### src/rtl/alu_serial_rx.sv
// alu_serial_rx: deserialises ALU packets (B, A, CMD frame) with CRC-4 and opcode checks
// Ports:
//   clk, rst_n        clock, asynchronous active-low reset
//   sin               serial input, idles high
//   a, b, op          operands and opcode of the last good packet
//   pkt_valid         one-cycle pulse when a/b/op are updated
//   err_valid         one-cycle pulse when a packet is rejected
//   err_flags         {ERR_DATA, ERR_CRC, ERR_OP}, one-hot while err_valid
module alu_serial_rx #(
    parameter int N_BYTES      = 4,
    parameter int CLKS_PER_BIT = 1
) (
    input  logic                   clk,
    input  logic                   rst_n,
    input  logic                   sin,
    output logic [8*N_BYTES-1:0]   a,
    output logic [8*N_BYTES-1:0]   b,
    output logic [2:0]             op,
    output logic                   pkt_valid,
    output logic                   err_valid,
    output logic [2:0]             err_flags
);
    localparam int DW = 8 * N_BYTES;
    localparam int CW = $clog2(2 * N_BYTES + 2);
    localparam logic [CW-1:0] NFR  = CW'(2 * N_BYTES);
    localparam logic [CW-1:0] NSAT = CW'(2 * N_BYTES + 1);
    localparam logic [4:0] LAST = 5'(CLKS_PER_BIT - 1);
    // Preloading the tick counter in START lands the start-bit sample CLKS_PER_BIT/2
    // cycles after the falling edge while every later sample reuses the LAST compare.
    localparam logic [4:0] TICK0 = (CLKS_PER_BIT == 1) ? 5'd0 : 5'(CLKS_PER_BIT - CLKS_PER_BIT / 2);

    typedef enum logic [2:0] {IDLE, START, FLAG, BITS, STOP} state_t;

    state_t          state;
    logic [4:0]      tick;
    logic [2:0]      bit_cnt;
    logic            flag;
    logic [7:0]      pay;
    logic [2*DW-1:0] sr;
    logic [CW-1:0]   dcnt;
    logic            bad_frame;
    logic [3:0]      crc;
    logic            sample;
    logic [3:0]      crc_fin;

    function automatic logic [3:0] crc_step(input logic [3:0] c, input logic d);
        return {c[2:0], 1'b0} ^ ((c[3] ^ d) ? 4'b0011 : 4'b0000);
    endfunction

    function automatic logic [3:0] crc_byte(input logic [3:0] c, input logic [7:0] d);
        logic [3:0] r;
        r = c;
        for (int i = 7; i >= 0; i--) r = crc_step(r, d[i]);
        return r;
    endfunction

    assign sample  = tick == LAST;
    // CRC tail covers the marker bit and the received opcode from the CMD payload
    assign crc_fin = crc_step(crc_step(crc_step(crc_step(crc, 1'b1), pay[6]), pay[5]), pay[4]);

    always_ff @(posedge clk or negedge rst_n) begin
        if (!rst_n) begin
            state     <= IDLE;
            tick      <= '0;
            bit_cnt   <= '0;
            flag      <= 1'b0;
            pay       <= '0;
            sr        <= '0;
            dcnt      <= '0;
            bad_frame <= 1'b0;
            crc       <= '0;
            a         <= '0;
            b         <= '0;
            op        <= '0;
            pkt_valid <= 1'b0;
            err_valid <= 1'b0;
            err_flags <= '0;
        end else begin
            pkt_valid <= 1'b0;
            err_valid <= 1'b0;
            err_flags <= '0;
            case (state)
                IDLE: if (!sin) begin
                    tick    <= TICK0;
                    bit_cnt <= '0;
                    state   <= (CLKS_PER_BIT == 1) ? FLAG : START;
                end
                START: if (sample) begin
                    tick  <= '0;
                    state <= sin ? IDLE : FLAG;
                end else tick <= tick + 5'd1;
                FLAG: if (sample) begin
                    tick  <= '0;
                    flag  <= sin;
                    state <= BITS;
                end else tick <= tick + 5'd1;
                BITS: if (sample) begin
                    tick    <= '0;
                    pay     <= {pay[6:0], sin};
                    bit_cnt <= bit_cnt + 3'd1;
                    if (bit_cnt == 3'd7) state <= STOP;
                end else tick <= tick + 5'd1;
                STOP: if (sample) begin
                    tick  <= '0;
                    state <= IDLE;
                    if (flag) begin
                        // A CMD frame always ends the packet, even with a broken stop bit
                        if (!sin || bad_frame || dcnt != NFR) begin
                            err_valid <= 1'b1;
                            err_flags <= 3'b100;
                        end else if (pay[3:0] != crc_fin) begin
                            err_valid <= 1'b1;
                            err_flags <= 3'b010;
                        end else if (pay[5]) begin
                            err_valid <= 1'b1;
                            err_flags <= 3'b001;
                        end else begin
                            pkt_valid <= 1'b1;
                            b         <= sr[2*DW-1:DW];
                            a         <= sr[DW-1:0];
                            op        <= pay[6:4];
                        end
                        dcnt      <= '0;
                        bad_frame <= 1'b0;
                        crc       <= '0;
                    end else if (!sin) begin
                        bad_frame <= 1'b1;
                    end else begin
                        sr  <= {sr[2*DW-9:0], pay};
                        crc <= crc_byte(crc, pay);
                        if (dcnt != NSAT) dcnt <= dcnt + CW'(1);
                    end
                end else tick <= tick + 5'd1;
                default: state <= IDLE;
            endcase
        end
    end
endmodule

### config.mk
export PLATFORM = sky130hd
export DESIGN_NAME = alu_serial_rx
export DESIGN_NICKNAME = d
export VERILOG_FILES = /design/src/rtl/alu_serial_rx.sv
export SDC_FILE = /design/constraint.sdc
export NUM_CORES = 1
export LEC_CHECK = 0
export CAP_MARGIN = 20
export CORE_MARGIN = 2
export CORE_UTILIZATION = 32
export DETAILED_ROUTE_END_ITERATION = 6
export GPL_ROUTABILITY_DRIVEN = 0
export PLACE_DENSITY = 0.63
export SETUP_SLACK_MARGIN = 0.15
export SLEW_MARGIN = 15
export SYNTH_ARGS = -nofsm -noshare
export SYNTH_HDL_FRONTEND = slang
export SYNTH_SLANG_ARGS = --single-unit
### constraint.sdc
create_clock -name clk -period 2.85 [get_ports clk]
set_clock_uncertainty 0.1 [all_clocks]
set_input_delay 0.4275 -clock clk [delete_from_list [all_inputs] [get_ports clk]]
set_output_delay 0.4275 -clock clk [all_outputs]
set_load 0.005 [all_outputs]
==> results.py, run 1 <==
metrics = {
    "placed_design": {
        "dpl_cell_area_um2": 7969,
        "dp_hpwl_um": 8851,
        "port_buffers": 73,
    },
    "power": {
        "clockPowerShare": 0.391,
        "cellLeakagePower_nw": 4.389,
        "p_sw_mw": 1.584,
        "netSwitchingFraction": 0.2687,
        "share_seq_of_total_power": 0.446,
        "vdd_drop_max_mv": 0.3846,
        "powerDensity_nw_per_um2": 684.2,
        "p_comb_frac": 0.163,
        "p_int_mw": 4.311,
    },
    "global_routing": {
        "grt_max_degree": 69,
        "grtUsageTotal": 0.1311,
        "grt_overflow": 0,
        "antenna_found_initial": 0,
        "grt_first_pass_wirelength_um": 22940,
        "grt_pass1_vias": 4413,
    },
    "clock_network": {
        "root_buffer": "clkbuf_16",
        "cts_tree": "done",
        "clk_latency_ps": 420,
        "clk_pin_slew_ps": 60,
        "clkSinkCount": 164,
        "cts_max_path_buffers": 2,
        "cts_buffers": 17,
        "post_cts_buffers": 0,
        "cts-htree-levels": 4,
    },
    "setup_path": {
        "cp_max_fo": 33,
        "end_kind": "flip-flop",
        "regToRegStartpoint": "crc[3]",
        "worstPathArrival_ps": 2780,
        "reg2reg_depth": 6,
        "crit_type": "flip-flop to flip-flop",
        "cp.required_ps": 3050,
        "start_kind": "flip-flop",
        "r2r_slack_ps": 280,
        "r2r_end": "a[9]",
    },
    "drt": {
        "wl_per_cell_um": 14.66,
        "route.detailed.drc": 0,
        "drt_iter0_markers": 288,
        "ant_nets": 0,
        "dr.pass1.iters": 4,
        "totalWireLength_um": 14100,
        "vias": 4347,
        "vias_per_cell": 4.519,
    },
    "logic_synthesis": {
        "synthesis.area_um2": 6872,
        "ys_seq_elements": 164,
        "synth-xor-area-share": 0.03168,
        "synth_top_family_by_area": "simple AND/OR/NAND/NOR gates",
        "synth_nets": 602,
        "synth_compound_area_frac": 0.02495,
        "synth_mux_area_frac": 0.1462,
        "synthSimpleGateAreaFrac": 0.1599,
        "yosys_warnings": 0,
        "synth_cells": 592,
        "synth-seq-area-share": 0.5972,
        "synth_cell_types": 45,
        "synthAdderAreaFrac": 0.01275,
        "postSynthAreaPerCell_um2": 11.61,
    },
    "worst_hold_path": {
        "hold_start": "sr[63]",
        "min_to": "sr[63]",
        "hold_class": "flip-flop to flip-flop",
        "worstHoldPathCells": 2,
    },
    "floorplan": {
        "num_rows": 53,
        "die_x_um": 150.5,
        "die-area_um2": 22660,
        "die_y_um": 150.5,
        "ios": 75,
        "initial_core_util": 0.3269,
        "core_area_um2": 21020,
    },
    "status": {
        "status": "complete, no violations",
    },
    "timing": {
        "fin_crit_ps": 2571,
        "setup_viol": 0,
        "fin_tns_setup_ps": 0,
        "min_period_over_period": 0.9021,
        "final_max_slew_viol_count": 0,
        "rsz0062_at_grt": "false",
        "fmax_mhz": 389.0,
        "hold_viol_final": 0,
    },
    "cells_and_area": {
        "final_util": 0.4099,
        "final_nets": 684,
        "diodes": 0,
        "nFillCells": 1969,
        "drive_above_1_share": 0.1951,
        "area_delta_synth_final_pct": 25.38,
        "final_area_um2": 8616,
    },
    "job": {
        "max_cap_viol_count": 0,
    },
}
cells in the mapped netlist (all sizes together):
| cell | instances | area (µm²) |
|---|---|---|
| ha | 7 | 87.58 |
| mux2 | 75 | 994.7 |
| nor3b | 2 | 15.01 |
| nor3 | 7 | 35.03 |
| nand3b | 1 | 7.510 |
| o21a | 1 | 7.510 |
| nor2b | 4 | 25.02 |
| or2 | 1 | 6.260 |
| and2 | 3 | 18.77 |
| nand4b | 2 | 17.52 |
| nand4 | 2 | 12.51 |
| xor2 | 6 | 52.55 |
| nand3 | 9 | 50.05 |
| o21ai | 14 | 70.07 |
| clkbuf | 16 | 60.06 |
| a21o | 1 | 7.510 |
| and3 | 2 | 12.51 |
| o31ai | 1 | 7.510 |
| a221oi | 1 | 8.760 |
| nor4b | 1 | 23.77 |
| inv | 8 | 30.03 |
| buf | 12 | 93.83 |
| dfrtp | 164 | 4104 |
| xnor2 | 11 | 96.34 |
| a21oi | 4 | 20.02 |
| mux2i | 1 | 10.01 |
| nor2 | 12 | 45.04 |
| or4b | 2 | 20.02 |
| or4 | 1 | 11.26 |
| xnor3 | 2 | 45.04 |
| xor3 | 1 | 23.77 |
| a31oi | 3 | 18.77 |
| nand2 | 207 | 777.0 |
| conb | 1 | 3.750 |
| or3b | 1 | 8.760 |
| or3 | 1 | 6.260 |
| a32o | 1 | 10.01 |
| o22ai | 2 | 12.51 |
| nor4 | 1 | 6.260 |
| o32ai | 1 | 8.760 |
layer usage:
| layer | share of wire | vias to the layer above | GRT usage |
|---|---|---|---|
| li1 | - | 2112 | - |
| met1 | 0.49 | 2155 | 0.1824 |
| met2 | 0.47 | 72 | 0.2036 |
| met3 | 0.036 | 8 | 0.03909 |
| met4 | 0.0065 | 0 | 0.02689 |
| met5 | 0 | - | 0 |
repair_timing:
item                       CTS  global route
hold buffers                 1             0
setup endpoints to repair    0            57
hold endpoints to repair    43             0
gates resized for setup      0             3
worst max path at each step:
stage                 start  endpoint  slack, ps
floorplan           tick[0]      a[0]        170
global placement        sin     op[0]        230
detailed placement      sin      a[7]        200
CTS                 tick[0]    crc[2]        260
global route         crc[3]      a[3]        150
finish               crc[3]      a[9]        280
area by class of cell:
type	instances	area, µm²	area share
Clock inverter	13	145.1	0.01685
Timing Repair Buffer	91	944.7	0.1096
Tap cell	275	344.1	0.03994
Inverter	8	30.03	0.003485
Sequential cell	164	4104	0.4763
Clock buffer	19	452.9	0.05257
Multi-Input combinational cell	392	2595	0.3012
power by group through the flow:
stage	clock network (mW)	registers (mW)	logic (mW)
5_1_grt	2.47	2.65	1.08
3_3_place_gp	0	2.67	0.936
3_5_place_dp	0	2.68	0.955
2_1_floorplan	0	2.59	0.805
4_1_cts	2.38	2.63	0.966
6_report	2.31	2.63	0.958
kinds of logic (layout without fill, tap and decap cells):
logic type      after synthesis  after routing
compound gates               29             29
mux                          76             76
other cells                   1              1
fa+ha+maj                     7              7
buf+inv                      36            131
xor+xnor                     20             20
simple gates                259            259
flops                       164            164
worst max-delay path, cell delays in order (launching register included):
cell	delay, ps
dfrtp_1	410
xnor3_2	500
nor3_1	190
a21oi_1	90
or4_4	580
clkbuf_16	260
mux2_4	320
registers in the layout, indices dropped and copies added (netlist names):
name       flops
sr            64
a             32
b             32
pay            8
tick           5
crc            4
dcnt           4
bit_cnt        3
err_flags      3
state          3
op             2
bad_frame      1
err_valid      1
flag           1
pkt_valid      1
cells in the final DEF (no fill, tap or decap), types with 4 or more instances in the layout:
master,n
inv_1,8
mux2_4,40
a21oi_1,4
xnor2_1,11
nand2_1,207
nor2b_1,4
ha_1,7
nor2_1,12
buf_4,12
nor3_1,6
xor2_1,6
nand3_1,8
clkbuf_16,18
dfrtp_1,164
o21ai_0,14
clkdlybuf4s50_1,72
inv_6,7
mux2_2,35
through the flow:
step / total power [mW] / hold WS (ps) / worst slack [ps] / std cells
finish: 5.895 / 371.4 / 279.1 / 962
global placement: 3.606 / 288.1 / 232.9 / 928
CTS: 5.977 / 374.7 / 262.2 / 961
detailed placement: 3.631 / 290.6 / 200.0 / 928
floorplan: 3.393 / 31.91 / 170.4 / 592
global route: 6.209 / 400.9 / 147.0 / 962
Power figures use the tool's default switching activity.
==> run 2, diff against run 1 <==
- SETUP_SLACK_MARGIN: 0.15 -> not set
==> results.py, run 2 (synthesis gave the netlist of run 1 again) <==
metrics = {
    "placed_design": {
        "port_buffers": 73,
        "dp.cells": 931,
        "dp_worst_setup_slack_ps": 152.2,
        "dp_hpwl_um": 8997,
    },
    "setup_path": {
        "regToRegStartpoint": "tick[0]",
        "crit_path_cell_trace": "inv_1 -> ha_1 -> nor4b_4 -> nand3_2 -> or2_0 -> or4_4 -> buf_12 -> mux2_4",
        "cp_max_fo": 53,
        "r2r_end": "a[8]",
        "start_kind": "flip-flop",
        "r2r_slack_ps": 200,
        "reg2reg_depth": 8,
        "end_kind": "flip-flop",
        "worstPathArrival_ps": 2850,
        "slowest_stage": "or4_4",
        "cp.required_ps": 3050,
        "crit_type": "flip-flop to flip-flop",
        "critPathMaxStageDelay_ps": 560,
    },
    "global_routing": {
        "grtUsageTotal": 0.1327,
        "grt_pass1_vias": 4396,
        "grt_overflow": 0,
        "grt_max_degree": 71,
        "antenna_found_initial": 0,
        "grt_first_pass_wirelength_um": 23390,
    },
    "drt": {
        "ant_nets": 0,
        "drt_iter0_markers": 330,
        "vias": 4354,
        "wl_per_cell_um": 14.45,
        "vias_per_cell": 4.517,
        "dr.pass1.iters": 4,
        "totalWireLength_um": 13930,
        "route.detailed.drc": 0,
    },
    "cells_and_area": {
        "diodes": 0,
        "layout_commonest_cell": "nand2_1",
        "area_delta_synth_final_pct": 25.13,
        "stdcell_count": 964,
        "largest_reg_flops": 64,
        "nFillCells": 1950,
        "largest-register": "sr",
        "most-common-layout-cells": "207 x nand2_1, 164 x dfrtp_1, 72 x clkdlybuf4s50_1",
        "drive_above_1_share": 0.1930,
        "reg.largest.list": "sr: 64 flops, a: 32 flops, b: 32 flops",
        "final_nets": 686,
    },
    "floorplan": {
        "num_rows": 53,
        "initial_core_util": 0.3269,
        "core_area_um2": 21020,
        "die_x_um": 150.5,
        "die_y_um": 150.5,
        "die-area_um2": 22660,
        "ios": 75,
    },
    "clock_network": {
        "cts_tree": "done",
        "clkSinkCount": 164,
        "cts_buffers": 17,
        "root_buffer": "clkbuf_16",
        "clk_latency_ps": 420,
        "clk_pin_slew_ps": 70,
        "cts-htree-levels": 4,
        "cts_max_path_buffers": 2,
        "post_cts_buffers": 0,
    },
    "status": {
        "status": "complete, no violations",
    },
    "worst_hold_path": {
        "min_to": "sr[63]",
        "worstHoldPathCells": 2,
        "hold_start": "sr[63]",
        "hold_class": "flip-flop to flip-flop",
    },
    "timing": {
        "setup_viol": 0,
        "hold_viol_final": 0,
        "final_max_slew_viol_count": 0,
        "setup_slack_ps": 198.4,
        "fin_tns_setup_ps": 0,
        "fmax_mhz": 377.1,
        "slew_headroom": 0.5594,
        "fin_crit_ps": 2652,
        "whs_ps": 375.9,
        "worst_slew_pin_slew_ps": 660.9,
        "rsz0062_at_grt": "false",
        "min_period_over_period": 0.9304,
    },
    "power": {
        "share_seq_of_total_power": 0.444,
        "cellLeakagePower_nw": 4.365,
        "vdd_drop_max_mv": 0.4642,
        "p_sw_mw": 1.565,
        "p_comb_frac": 0.167,
        "clockPowerShare": 0.388,
        "p_int_mw": 4.320,
        "powerDensity_nw_per_um2": 684.5,
        "netSwitchingFraction": 0.2659,
    },
    "job": {
        "max_cap_viol_count": 0,
    },
}
==> run 2: through the flow <==
stage                     area (µm²)  utilization  power, mW
final                           8598       0.4090      5.885
after global routing            8598       0.4090      6.191
after CTS                       8598       0.4090      5.955
after detailed placement        7991       0.3802      3.641
after global placement          7991       0.3802      3.622
after floorplan                 6872            -      3.394
==> run 2: worst max path at each step <==
stage	startpoint	to	slack [ps]
2_1_floorplan	tick[0]	a[0]	90
3_3_place_gp	sin	b[14]	160
3_5_place_dp	sin	b[27]	150
4_1_cts	tick[0]	b[27]	180
5_1_grt	tick[0]	a[8]	60
6_report	tick[0]	a[8]	200
==> run 2: per-layer routing <==
metal	global-route usage	part of all wire
met3	0.03667	0.033
met2	0.2066	0.47
met4	0.04009	0.010
met5	0	0
met1	0.1805	0.49
==> run 2: power groups by stage <==
stage | clock [mW] | combinational [mW] | sequential (mW)
after floorplan | 0 | 0.805 | 2.59
after global placement | 0 | 0.969 | 2.65
after detailed placement | 0 | 0.987 | 2.65
after CTS | 2.35 | 0.994 | 2.61
after global routing | 2.45 | 1.11 | 2.63
final | 2.29 | 0.985 | 2.61
==> run 2: critical path, delay by kind of cell, from the launching register on <==
kind | cells | cell delay (ps)
simple gates | 4 | 1170
flops | 1 | 420
fa+ha+maj | 1 | 170
mux | 1 | 330
buf+inv | 2 | 310
==> run 2: what timing repair did <==
item                      4_1_cts  5_1_grt
hold buffers                    1        0
gates resized for setup         0        0
hold endpoints to repair       66        0
==> run 2: layout make-up <==
class	count	area [µm²]	share of cell area
multi-input cells	392	2589	0.3011
clock inverters	11	126.4	0.01470
repair buffers	93	934.6	0.1087
clock buffers	21	470.5	0.05471
inverters	8	30.03	0.003492
flip-flops and latches	164	4104	0.4773
well taps	275	344.1	0.04002
==> run 3, diff against run 2 <==
- CORE_ASPECT_RATIO: not set -> 0.75
==> results.py, run 3 (synthesis gave the netlist of run 1 again) <==
metrics = {
    "clock_network": {
        "clkSinkCount": 164,
        "cts_tree": "done",
        "clk_pin_slew_ps": 70,
        "cts_max_path_buffers": 2,
        "cts-htree-levels": 4,
        "root_buffer": "clkbuf_16",
        "cts_buffers": 17,
        "clk_latency_ps": 430,
    },
    "setup_path": {
        "cp_num_buf_inv": 2,
        "cp.required_ps": 3070,
        "reg2reg_depth": 8,
        "worstPathArrival_ps": 2840,
        "crit_type": "flip-flop to flip-flop",
        "r2r_slack_ps": 230,
        "cp_max_fo": 35,
        "start_kind": "flip-flop",
        "regToRegStartpoint": "tick[0]",
        "end_kind": "flip-flop",
        "crit_path_cell_trace": "inv_1 -> ha_1 -> nor4b_4 -> nand3_2 -> or2_0 -> or4_4 -> buf_12 -> mux2_4",
        "critPathMaxStageDelay_ps": 570,
        "r2r_end": "a[29]",
        "slowest_stage": "or4_4",
        "cp_top_family": "simple AND/OR/NAND/NOR gates",
    },
    "power": {
        "cellLeakagePower_nw": 4.336,
        "powerDensity_nw_per_um2": 667.9,
        "vdd_drop_max_mv": 0.4304,
    },
    "cells_and_area": {
        "multi_input_area_um2": 2589,
        "nFillCells": 2023,
        "area_delta_synth_final_pct": 24.38,
        "largest-register": "sr",
        "largest_reg_flops": 64,
        "final_util": 0.4046,
        "layout_commonest_cell": "nand2_1",
        "most-common-layout-cells": "207 x nand2_1, 164 x dfrtp_1, 72 x clkdlybuf4s50_1",
        "reg.largest.list": "sr: 64 flops, a: 32 flops, b: 32 flops",
        "final_nets": 682,
        "final-seq-area_um2": 4104,
        "diodes": 0,
        "drive_above_1_share": 0.1886,
        "final_area_um2": 8547,
    },
    "global_routing": {
        "grt_overflow": 0,
        "grt_max_degree": 69,
        "grt_first_pass_wirelength_um": 23720,
        "grt_pass1_vias": 4247,
        "antenna_found_initial": 0,
        "grtUsageTotal": 0.1362,
    },
    "floorplan": {
        "die-area_um2": 22670,
        "die_x_um": 173.2,
        "initial_core_util": 0.3253,
        "die_y_um": 130.9,
        "core_area_um2": 21120,
        "ios": 75,
        "num_rows": 46,
    },
    "worst_hold_path": {
        "hold_start": "sr[56]",
        "min_to": "sr[56]",
        "hold_class": "flip-flop to flip-flop",
        "worstHoldPathCells": 2,
    },
    "timing": {
        "fmax_mhz": 381.3,
        "setup_viol": 0,
        "final_max_slew_viol_count": 0,
        "setup_slack_ps": 227.2,
        "hold_viol_final": 0,
        "fin_crit_ps": 2623,
        "fin_tns_setup_ps": 0,
        "min_period_over_period": 0.9203,
        "worst_slew_pin_slew_ps": 647.1,
        "slew_headroom": 0.5686,
        "rsz0062_at_grt": "false",
    },
    "drt": {
        "vias_per_cell": 4.459,
        "wl_per_cell_um": 14.77,
        "route.detailed.drc": 0,
        "totalWireLength_um": 14360,
        "drt_iter0_markers": 321,
        "ant_nets": 0,
        "vias": 4334,
        "dr.pass1.iters": 4,
    },
    "placed_design": {
        "port_buffers": 73,
        "dp_worst_setup_slack_ps": 112.2,
        "dpl_cell_area_um2": 7990,
        "dp_hpwl_um": 9511,
    },
    "status": {
        "status": "complete, no violations",
    },
    "job": {
        "max_cap_viol_count": 0,
    },
}
==> run 3: changes by cell type in the layout (fill, tap and decap cells not counted), sizes merged <==
cell / previous run / this run
buf: 20 / 16
bufinv: 2 / 0
inv: 9 / 15
clkinvlp: 4 / 2
clkinv: 4 / 5
clkbuf: 21 / 17
==> run 3: how the worst max path moves through the flow <==
stage	startpoint	to	slack, ps	depth (start not counted)
after CTS	tick[0]	a[29]	210	8
after global placement	sin	b[14]	170	6
after detailed placement	sin	a[29]	110	6
final	tick[0]	a[29]	230	8
after floorplan	tick[0]	a[0]	90	9
after global routing	tick[0]	a[29]	110	8
==> run 3: timing repair <==
| action | in CTS | in global routing |
|---|---|---|
| gates resized for setup | 0 | 0 |
| hold endpoints to repair | 64 | 0 |
| setup buffers | 0 | 0 |
| hold buffers | 1 | 0 |
==> run 3: per-layer routing <==
layer,vias to the layer above,wire (µm),track usage
li1,2110,-,-
met1,2135,7296,0.2007
met2,76,6084,0.1866
met3,13,810,0.04514
met4,0,166,0.04487
met5,-,0,0
==> run 3: metrics by stage <==
stage / power [mW] / cells / hold slack, ps
floorplan: 3.394 / 592 / 31.91
global placement: 3.616 / 940 / 363.8
detailed placement: 3.623 / 940 / 365.3
CTS: 5.784 / 972 / 382.0
global route: 6.007 / 972 / 396.7
finish: 5.709 / 972 / 376.0
==> run 3: power by group <==
| part | internal [mW] | switching (mW) |
|---|---|---|
| logic | 0.496 | 0.474 |
| clock network | 1.14 | 0.990 |
| registers | 2.45 | 0.162 |
==> run 3: worst reg2reg max path: stages, from the launching register on <==
cell and delay, ps:
dfrtp_1 420, inv_1 70, ha_1 190, nor4b_4 250
nand3_2 120, or2_0 240, or4_4 570, buf_12 210
mux2_4 350
==> run 3: layout make-up <==
cell class / instances / share of cell area
Tap cell: 288 / 0.04216
Clock buffer: 17 / 0.04977
Timing Repair Buffer: 89 / 0.1073
Clock inverter: 14 / 0.01420
Multi-Input combinational cell: 392 / 0.3029
Sequential cell: 164 / 0.4802
Inverter: 8 / 0.003513
